### src/rtl/triangle_scheduler_if.sv
// Control bundle between the frame scheduler and the three-stage
// triangle datapath (fetch, vertex, pixel).
interface triangle_scheduler_if #(
    parameter int MADDR_WIDTH = 32
);
    logic                   fetch_start;
    logic                   ver_start;
    logic                   pix_start;
    logic                   ld_ver;
    logic                   ld_pix;
    logic                   fetch_eoc;
    logic                   ver_eoc;
    logic                   pix_eoc;
    logic [MADDR_WIDTH-1:0] addr_vertex;
    logic [MADDR_WIDTH-1:0] addr_color;

    modport master (
        output fetch_start, ver_start, pix_start,
        output ld_ver, ld_pix,
        output addr_vertex, addr_color,
        input  fetch_eoc, ver_eoc, pix_eoc
    );

    modport slave (
        input  fetch_start, ver_start, pix_start,
        input  ld_ver, ld_pix,
        input  addr_vertex, addr_color,
        output fetch_eoc, ver_eoc, pix_eoc
    );
endinterface

### src/rtl/triangle_scheduler.sv
// Frame sequencer: walks triangle indices and keeps up to three
// triangles in flight across fetch, vertex and pixel stages.
module triangle_scheduler #(
    parameter int MADDR_WIDTH = 32,
    parameter int VERTEX_SIZE = 6,
    parameter int COLOR_SIZE  = 2
) (
    input  logic                   clk,
    input  logic                   reset,
    input  logic                   frame_start,
    input  logic [31:0]            triangles_count,
    input  logic [MADDR_WIDTH-1:0] base_addr_vertex,
    input  logic [MADDR_WIDTH-1:0] base_addr_color,
    input  logic                   interrupt_ack,
    triangle_scheduler_if.master   dp,
    output logic                   busy,
    output logic                   frame_done,
    output logic                   irq,
    output logic                   overrun
);
    typedef enum logic [2:0] {
        IDLE, ISSUE, SETTLE, RUN, DONE
    } state_t;

    localparam logic [MADDR_WIDTH-1:0] V_STRIDE =
        MADDR_WIDTH'(3 * VERTEX_SIZE);
    localparam logic [MADDR_WIDTH-1:0] C_STRIDE =
        MADDR_WIDTH'(COLOR_SIZE);

    state_t                 state, state_nx;
    logic [31:0]            count, issued, retired;
    logic                   v_f, v_v, v_p;
    logic [MADDR_WIDTH-1:0] ptr_v, ptr_c;
    logic [MADDR_WIDTH-1:0] addr_v_q, addr_c_q;
    logic                   zero_hold;
    logic                   more_fetch, stages_done, last_retire;

    assign more_fetch  = issued < count;
    assign stages_done = (!v_f || dp.fetch_eoc) &&
                         (!v_v || dp.ver_eoc) &&
                         (!v_p || dp.pix_eoc);
    assign last_retire = (retired + 32'(v_p)) == count;

    assign dp.addr_vertex = addr_v_q;
    assign dp.addr_color  = addr_c_q;

    always_comb begin
        state_nx       = state;
        dp.fetch_start = 1'b0;
        dp.ver_start   = 1'b0;
        dp.pix_start   = 1'b0;
        dp.ld_ver      = 1'b0;
        dp.ld_pix      = 1'b0;
        frame_done     = 1'b0;
        busy           = (state != IDLE);
        unique case (state)
            IDLE: begin
                if (frame_start)
                    state_nx = (triangles_count == 32'd0) ? DONE : ISSUE;
            end
            ISSUE: begin
                dp.fetch_start = more_fetch;
                dp.ver_start   = v_f;
                dp.ld_ver      = v_f;
                dp.pix_start   = v_v;
                dp.ld_pix      = v_v;
                state_nx       = SETTLE;
            end
            SETTLE: state_nx = RUN;
            RUN: begin
                if (stages_done)
                    state_nx = last_retire ? DONE : ISSUE;
            end
            DONE: begin
                // empty frames linger one cycle so completion lands at cycle 2
                frame_done = !zero_hold;
                if (!zero_hold)
                    state_nx = IDLE;
            end
            default: state_nx = IDLE;
        endcase
    end

    always_ff @(posedge clk) begin
        if (reset) begin
            state     <= IDLE;
            count     <= '0;
            issued    <= '0;
            retired   <= '0;
            v_f       <= 1'b0;
            v_v       <= 1'b0;
            v_p       <= 1'b0;
            ptr_v     <= '0;
            ptr_c     <= '0;
            addr_v_q  <= '0;
            addr_c_q  <= '0;
            zero_hold <= 1'b0;
            irq       <= 1'b0;
            overrun   <= 1'b0;
        end else begin
            state <= state_nx;
            unique case (state)
                IDLE: begin
                    if (frame_start) begin
                        count     <= triangles_count;
                        issued    <= '0;
                        retired   <= '0;
                        v_f       <= 1'b0;
                        v_v       <= 1'b0;
                        v_p       <= 1'b0;
                        zero_hold <= (triangles_count == 32'd0);
                        if (triangles_count != 32'd0) begin
                            addr_v_q <= base_addr_vertex;
                            addr_c_q <= base_addr_color;
                            ptr_v    <= base_addr_vertex + V_STRIDE;
                            ptr_c    <= base_addr_color + C_STRIDE;
                        end
                    end
                end
                ISSUE: begin
                    v_p <= v_v;
                    v_v <= v_f;
                    v_f <= more_fetch;
                    if (more_fetch)
                        issued <= issued + 32'd1;
                end
                RUN: begin
                    if (stages_done) begin
                        if (v_p)
                            retired <= retired + 32'd1;
                        // next fetch address is staged one cycle ahead of its pulse
                        if (!last_retire && more_fetch) begin
                            addr_v_q <= ptr_v;
                            addr_c_q <= ptr_c;
                            ptr_v    <= ptr_v + V_STRIDE;
                            ptr_c    <= ptr_c + C_STRIDE;
                        end
                    end
                end
                DONE: zero_hold <= 1'b0;
                default: ;
            endcase
            if (state == DONE && !zero_hold)
                irq <= 1'b1;
            else if (interrupt_ack)
                irq <= 1'b0;
            if (frame_start && state != IDLE)
                overrun <= 1'b1;
            else if (interrupt_ack)
                overrun <= 1'b0;
        end
    end
endmodule

### src/flat_wrapper.sv
// flat-port wrapper written by rule: the top's interface ports become plain ports
module triangle_scheduler_flat 
#(
    parameter int MADDR_WIDTH = 32,
    parameter int VERTEX_SIZE = 6,
    parameter int COLOR_SIZE  = 2
)
  (clk, reset, frame_start, triangles_count, base_addr_vertex, base_addr_color, interrupt_ack, busy, frame_done, irq, overrun, dp_fetch_start, dp_ver_start, dp_pix_start, dp_ld_ver, dp_ld_pix, dp_addr_vertex, dp_addr_color, dp_fetch_eoc, dp_ver_eoc, dp_pix_eoc);
  triangle_scheduler_if #(.MADDR_WIDTH(MADDR_WIDTH)) dp_i ();
  input  logic clk;
  input  logic reset;
  input  logic frame_start;
  input  logic [31:0] triangles_count;
  input  logic [MADDR_WIDTH-1:0] base_addr_vertex;
  input  logic [MADDR_WIDTH-1:0] base_addr_color;
  input  logic interrupt_ack;
  output logic busy;
  output logic frame_done;
  output logic irq;
  output logic overrun;
  output wire logic [$bits(dp_i.fetch_start)-1:0] dp_fetch_start;
  output wire logic [$bits(dp_i.ver_start)-1:0] dp_ver_start;
  output wire logic [$bits(dp_i.pix_start)-1:0] dp_pix_start;
  output wire logic [$bits(dp_i.ld_ver)-1:0] dp_ld_ver;
  output wire logic [$bits(dp_i.ld_pix)-1:0] dp_ld_pix;
  output wire logic [$bits(dp_i.addr_vertex)-1:0] dp_addr_vertex;
  output wire logic [$bits(dp_i.addr_color)-1:0] dp_addr_color;
  input wire logic [$bits(dp_i.fetch_eoc)-1:0] dp_fetch_eoc;
  input wire logic [$bits(dp_i.ver_eoc)-1:0] dp_ver_eoc;
  input wire logic [$bits(dp_i.pix_eoc)-1:0] dp_pix_eoc;
  assign dp_fetch_start = dp_i.fetch_start;
  assign dp_ver_start = dp_i.ver_start;
  assign dp_pix_start = dp_i.pix_start;
  assign dp_ld_ver = dp_i.ld_ver;
  assign dp_ld_pix = dp_i.ld_pix;
  assign dp_addr_vertex = dp_i.addr_vertex;
  assign dp_addr_color = dp_i.addr_color;
  assign dp_i.fetch_eoc = dp_fetch_eoc;
  assign dp_i.ver_eoc = dp_ver_eoc;
  assign dp_i.pix_eoc = dp_pix_eoc;
  triangle_scheduler #(.MADDR_WIDTH(MADDR_WIDTH), .VERTEX_SIZE(VERTEX_SIZE), .COLOR_SIZE(COLOR_SIZE)) u_core (.clk(clk), .reset(reset), .frame_start(frame_start), .triangles_count(triangles_count), .base_addr_vertex(base_addr_vertex), .base_addr_color(base_addr_color), .interrupt_ack(interrupt_ack), .dp(dp_i), .busy(busy), .frame_done(frame_done), .irq(irq), .overrun(overrun));
endmodule
### config.mk
export PLATFORM = sky130hd
export DESIGN_NAME = triangle_scheduler_flat
export DESIGN_NICKNAME = d
export VERILOG_FILES = /design/src/rtl/triangle_scheduler_if.sv /design/src/rtl/triangle_scheduler.sv /design/src/flat_wrapper.sv
export SDC_FILE = /design/constraint.sdc
export NUM_CORES = 1
export LEC_CHECK = 0
export ABC_AREA = 1
export ABC_CLOCK_PERIOD_IN_PS = 2900
export CAP_MARGIN = 30
export CELL_PAD_IN_SITES_DETAIL_PLACEMENT = 1
export CELL_PAD_IN_SITES_GLOBAL_PLACEMENT = 2
export CORE_MARGIN = 5
export CORE_UTILIZATION = 27
export DETAILED_ROUTE_END_ITERATION = 10
export PLACE_DENSITY_LB_ADDON = 0.1
export REMOVE_ABC_BUFFERS = 1
export SETUP_SLACK_MARGIN = 0.02
export SLEW_MARGIN = 10
export SYNTH_ARGS = -nofsm -noshare
export SYNTH_HDL_FRONTEND = slang
export SYNTH_SLANG_ARGS = --single-unit
### constraint.sdc
create_clock -name clk -period 2.9 [get_ports clk]
set_clock_uncertainty 0.2 [all_clocks]
set_input_delay 0.87 -clock clk [delete_from_list [all_inputs] [get_ports clk]]
set_output_delay 0.87 -clock clk [all_outputs]
set_load 0.03 [all_outputs]
; After elaboration in Yosys (flattened, before gate mapping)
; Index checks and enable logic that the tools add are counted.
[op_classes]
magnitude_cmp = 1
mux = 45
eq_ne = 12
reduce_logical = 29
addsub = 7
[op_table]
columns = cell, count
row1 = 2-to-1 mux 32 bit, 20
row2 = one-hot mux 32 bit (2 select lines), 6
row3 = "adder 32 x 1 -> 32 bit, second input constant", 2
row4 = "adder 32 x 2 -> 32 bit, second input constant", 2
row5 = "adder 32 x 5 -> 32 bit, second input constant", 2
row6 = adder 32 x 1 -> 32 bit, 1
row7 = == test 32 bit, 1
row8 = zero test 32 bit, 1
row9 = < comparator 32 bit, 1
row10 = nonzero test 32 bit, 1
row11 = 2-to-1 mux 3 bit, 5
row12 = one-hot mux 3 bit (5 select lines), 1
row13 = "inequality test 2 x 1 -> 1 bit, second input constant", 5
row14 = nonzero test 2 bit, 5
row15 = 2-to-1 mux 1 bit, 9
row16 = one-hot mux 1 bit (2 select lines), 4
row17 = "== test 3 x 2 -> 1 bit, second input constant", 2
row18 = AND reduction 2 bit, 3
row19 = AND reduction 3 bit, 2
row20 = logical AND 1 bit, 5
row21 = zero test 1 bit, 5
row22 = AND reduction 5 bit, 1
row23 = "inequality test 2 bit, second input constant", 2
row24 = AND reduction 4 bit, 1
row25 = 5 further kinds, 7
[totals]
word_cells = 108
ff_bits = 233
out_inout_bits = 73
in_bits = 103

; Longest topological paths before layout
[depth]
depth_word = 7
ltp_mapped = 22
ltp_nobuf = 19

; Worst setup path before layout
; OpenSTA, ideal clock, no wires.
[synth_timing]
kind = register to register
startpoint = register u_core.retired[0]
endpoint = register u_core.addr_c_q[2], in the netlist u_core.dp.addr_color[2]
t_required_ns = 2.584
stages_incl_launch_ff = 21
arrival_time_ns = 2.572
path_slack_ns = 0.012
n_path_buf = 2
setup_ns = 0.116
period_less_slack_ns = 2.888
cell_sequence = dfxtp_1 > ha_1 > ha_1 > inv_2 > nor2_2 > nand2_2 > nor2_4 > xor2_1 > inv_1 > nor2_1 > nand2_1 > nor2_1 > nand2_1 > nor2_2 > nand3_4 > nand2_2 > inv_2 > buf_4 > buf_2 > nor2_1 > nor2_1
[synth_via]
elab_chain_len = 6
[synth_lines]
columns = element, line_no
row1 = "start, declared", triangle_scheduler.sv:31  ; logic [31:0] count, issued, retired;
row2 = "start signal, assigned", triangle_scheduler.sv:130  ; retired <= retired + 32'd1;
row3 = adder 32 x 1 -> 32 bit, triangle_scheduler.sv:42  ; assign last_retire = (retired + 32'(v_p)) == count;
row4 = == test 32 bit, triangle_scheduler.sv:42
row5 = zero test 1 bit, triangle_scheduler.sv:132  ; if (!last_retire && more_fetch) begin
row6 = logical AND 1 bit, triangle_scheduler.sv:132
row7 = inequality test 2 x 1 -> 1 bit (no line), n/a
row8 = AND reduction 5 bit (no line), n/a
row9 = "end signal, assigned", triangle_scheduler.sv:114  ; addr_c_q <= base_addr_color;
row10 = "end signal, assigned", triangle_scheduler.sv:134  ; addr_c_q <= ptr_c;
row11 = "end, declared", triangle_scheduler.sv:34  ; logic [MADDR_WIDTH-1:0] addr_v_q, addr_c_q;
; Every way passes these cells.
; A chain may end at the register's enable or synchronous reset.

; Final worst setup path
[layout_timing]
startpoint = register u_core.count[27]
endpoint = output port dp_fetch_start
[layout_via]
elab_chain_len = 2
[layout_lines]
columns = element, line_no
row1 = "start, declared", triangle_scheduler.sv:31
row2 = "start signal, assigned", triangle_scheduler.sv:105  ; count <= triangles_count;
row3 = < comparator 32 bit, triangle_scheduler.sv:38  ; assign more_fetch = issued < count;
row4 = 2-to-1 mux 1 bit, triangle_scheduler.sv:56  ; unique case (state)
row5 = "end, declared", flat_wrapper.sv:21  ; output wire logic [$bits(dp_i.fetch_start)-1:0] dp_fetch_start;
; Every way passes these cells.

==> implementation parameters <==
Parameter                              Value

Timing
  Minimum clock period after layout    3.181 ns
  Worst slew margin    50.19%
  # setup viols final    127
  Worst-case setup margin in the final layout    -0.2809 ns
  Final cycle utilization of the critical path    109.7%
  RSZ-0062 raised after global routing    true
  Transition time of the tightest slew-check pin    0.7393 ns
  Count of endpoints failing hold in the final timing report    0
  Pins over their slew limit    0
  Timing-limited maximum frequency    314.4 MHz
  Final TNS setup    -27.00 ns
  Worst hold slack    0.2658 ns

Clocking
  Number of levels in the clock H-tree    2
  Hold-fix buffers, CTS    0
  TritonCTS Sinks    233
  Reg clk slew, reported paths    0.06 ns
  Total clock buffers created by CTS    34
  TritonCTS clock tree    done
  Insertion delay to the later sink of the worst-skew pair    0.55 ns
  Clock root buffer    sky130_fd_sc_hd__clkbuf_16
  Deepest clock path buffer count    3

Critical path
  CP delay by family, top    compound AO/OA/AOI/OAI gates
  Number of buffer and inverter stages on the critical path    3
  Data required time of the critical path    1.83 ns
  Path type of the worst setup path    flip-flop to output port
  Most repeated library cell on the critical path    sky130_fd_sc_hd__inv_4
  Crit path launch type    flip-flop
  Cell with the largest stage delay on the worst path    sky130_fd_sc_hd__dfxtp_2
  Worst setup EP type    output port
  Cell-by-cell listing of the critical path    inv_4, ha_4, a21oi_1, o21ai_1, nand2_1, o211ai_1, a21oi_4, nand3_4, inv_4, buf_12
  Signal arrival time at the worst endpoint    2.11 ns
  Maximum fanout encountered on the critical timing path    2
  Critical Path Max Stage Delay    0.35 ns

Detailed routing
  Antenna-violating nets left    0
  Post-detailed-route DRC marker count    0
  Avg Vias per Cell    4.737
  Wire per inst    18.65 µm
  Routed vias    16,262
  Number of DRC violations after detailed-routing iteration 0    737
  Total Wirelength    64.01 mm
  Number of detailed-route iterations in the first pass    5

Place
  Routability congestion estimate from global placement    0.8766
  HPWL reported at the end of detailed placement    43.83 mm
  Number of buffer cells added on primary ports    175

Power and ir drop
  Leakage    9.964 nW
  Cell area power density    675.6 mW/mm²
  Worst IR drop on VDD    0.0004637 V

Finish
  Number of fill cells in the layout    6,191
  Number of nets in the finished design    2,875
  Layout cells sized above 1    31.79%
  Multi-input combinational cell area    0.009271 mm²
  Layout overhead on the synthesized area    68.87%
  Combined flip-flop and latch cell area    0.004693 mm²

Synth
  Synthesized netlist cell count    2,130
  Commonest cells in the netlist    sky130_fd_sc_hd__nand2_1 (456), sky130_fd_sc_hd__nor2_1 (419), sky130_fd_sc_hd__dfxtp_1 (233)
  Asr flop ratio synth    0%
  Share of Yosys cell area claimed by the top area cell type    34.18%
  Post-synthesis cell area    0.01365 mm²
  Share of synthesized area occupied by flip-flops and latches    34.18%
  Number of distinct standard cells referenced by the synthesized netlist    40
  Cell types with the largest area share after synthesis    sky130_fd_sc_hd__dfxtp_1 (34%), sky130_fd_sc_hd__nand2_1 (13%), sky130_fd_sc_hd__nor2_1 (12%)
  Synth Register Bits    233
  Top-count cell post-synth    sky130_fd_sc_hd__nand2_1
  Post-synthesis average cell area    6.407 µm²
  Area leader, netlist    sky130_fd_sc_hd__dfxtp_1
  Yosys warnings    0
  Predominant post-synthesis flop cell    sky130_fd_sc_hd__dfxtp_1
  Number of enable flip-flop cells after synthesis    0

Floorplanning
  Std-Cell Rows    82
  Vert. Die Dim    234.8 µm
  Number of I/O pins    176
  Die area    0.05514 mm²
  Die width    234.8 µm
  Starting density of the core    27.26%
  Core region area    0.05007 mm²

Global route
  Vias in the first global route    17,553
  Initial antenna violation count    3
  All-layer global routing usage    22.33%
  Leftover overflow at the end of global routing    0
  Global-route wire length before repair    98.79 mm
  Maximum number of pins on one net before global-route repair    62

Flow run
  Max-capacitance violation count    0

Hold path
  Hold WC Path Type    flip-flop to flip-flop

Outcome
  Violated checks    setup timing
  Outcome    complete, but fails checks
## sequential cells by signal, summed over array words and instances (netlist names), 3 cells and up
name and flops:
u_core.ptr_c 32, u_core.state 3, u_core.dp.addr_color 32, u_core.issued 32, u_core.count 32, u_core.ptr_v 32
u_core.retired 32, u_core.dp.addr_vertex 32
## logic make-up after synthesis
family | share of synthesized area [%]
compound gates | 13.65
fa+ha+maj | 3.392
buf+inv | 8.600
flops | 34.18
simple gates | 34.01
xor+xnor | 6.161
## cell type report
class                      count  area share [%]
sequential                   233           20.36
clock inverter                 9          0.5375
tap                          672           3.648
clock buffer                  51           4.408
antenna                        2         0.02172
multi-input combinational   1606           40.23
timing repair inverter         3          0.2443
inverter                     213           3.583
timing repair buffer         644           26.96
## placed cells by master, fill, tap and decap left out, types with 81 or more instances in the layout
| cell type | instances |
|---|---|
| sky130_fd_sc_hd__a21oi_1 | 105 |
| sky130_fd_sc_hd__inv_1 | 184 |
| sky130_fd_sc_hd__buf_4 | 403 |
| sky130_fd_sc_hd__o21ai_0 | 101 |
| sky130_fd_sc_hd__dfxtp_1 | 210 |
| sky130_fd_sc_hd__nor2_1 | 319 |
| sky130_fd_sc_hd__nand2_1 | 429 |
| sky130_fd_sc_hd__nand3_1 | 84 |
| sky130_fd_sc_hd__clkdlybuf4s50_1 | 164 |
| sky130_fd_sc_hd__o21ai_2 | 81 |
## metal layers
metal	GRT usage, %	share of wire, %	up-vias	wire [µm]
met3	3.764	3.5	83	2263
li1	-	-	8084	-
met2	39.20	49	231	31470
met4	5.132	2.2	2	1404
met1	28.77	45	7862	28860
met5	0	0.020	-	13
## tightest hold or removal path: cells and delay by family (launching register included)
kind             cells  cell delay, ns
flip-flops           1            0.30
AND/OR/NAND/NOR      1            0.06
AO/OA/AOI/OAI        1            0.05
## where the power goes
| group | switching, mW | leakage (nW) | internal [mW] |
|---|---|---|---|
| registers | 0.458 | 1.93 | 3.77 |
| logic | 3.70 | 7.47 | 3.28 |
| clock network | 1.68 | 0.565 | 2.68 |
| total | 5.84 | 9.96 | 9.73 |
## path summary, 6_finish.rpt
check,startpoint,end,slack (ns),cells past startpoint
setup / recovery,u_core.count[27],dp_fetch_start,-0.28,10
hold / removal,u_core.overrun,u_core.overrun,0.27,2
setup reg to reg,u_core.v_p,u_core.ptr_v[9],-0.28,20
hold reg to reg,u_core.overrun,u_core.overrun,0.27,2
## through the flow
stage / utilization [%] / power (mW) / setup slack [ns] / std cells / instance area [µm²]
finish: 46.03 / 15.57 / -0.2809 / 3433 / 23050
floorplan: - / 6.298 / -3.733 / 2052 / 13270
global route: 46.02 / 16.34 / -0.4541 / 3431 / 23040
global placement: 37.89 / 8.333 / -0.8010 / 3293 / 18970
CTS: 45.74 / 15.94 / -0.3563 / 3430 / 22900
detailed placement: 37.89 / 8.437 / -0.8836 / 3293 / 18970
## what timing repair did
item / in CTS / in global routing
pin swaps: 112 / 83
gates resized for setup: 487 / 110
gates cloned: 36 / 0
setup endpoints to repair: 146 / 168
setup buffers: 44 / 17
Note: power is estimated with default switching activity, not from simulation.
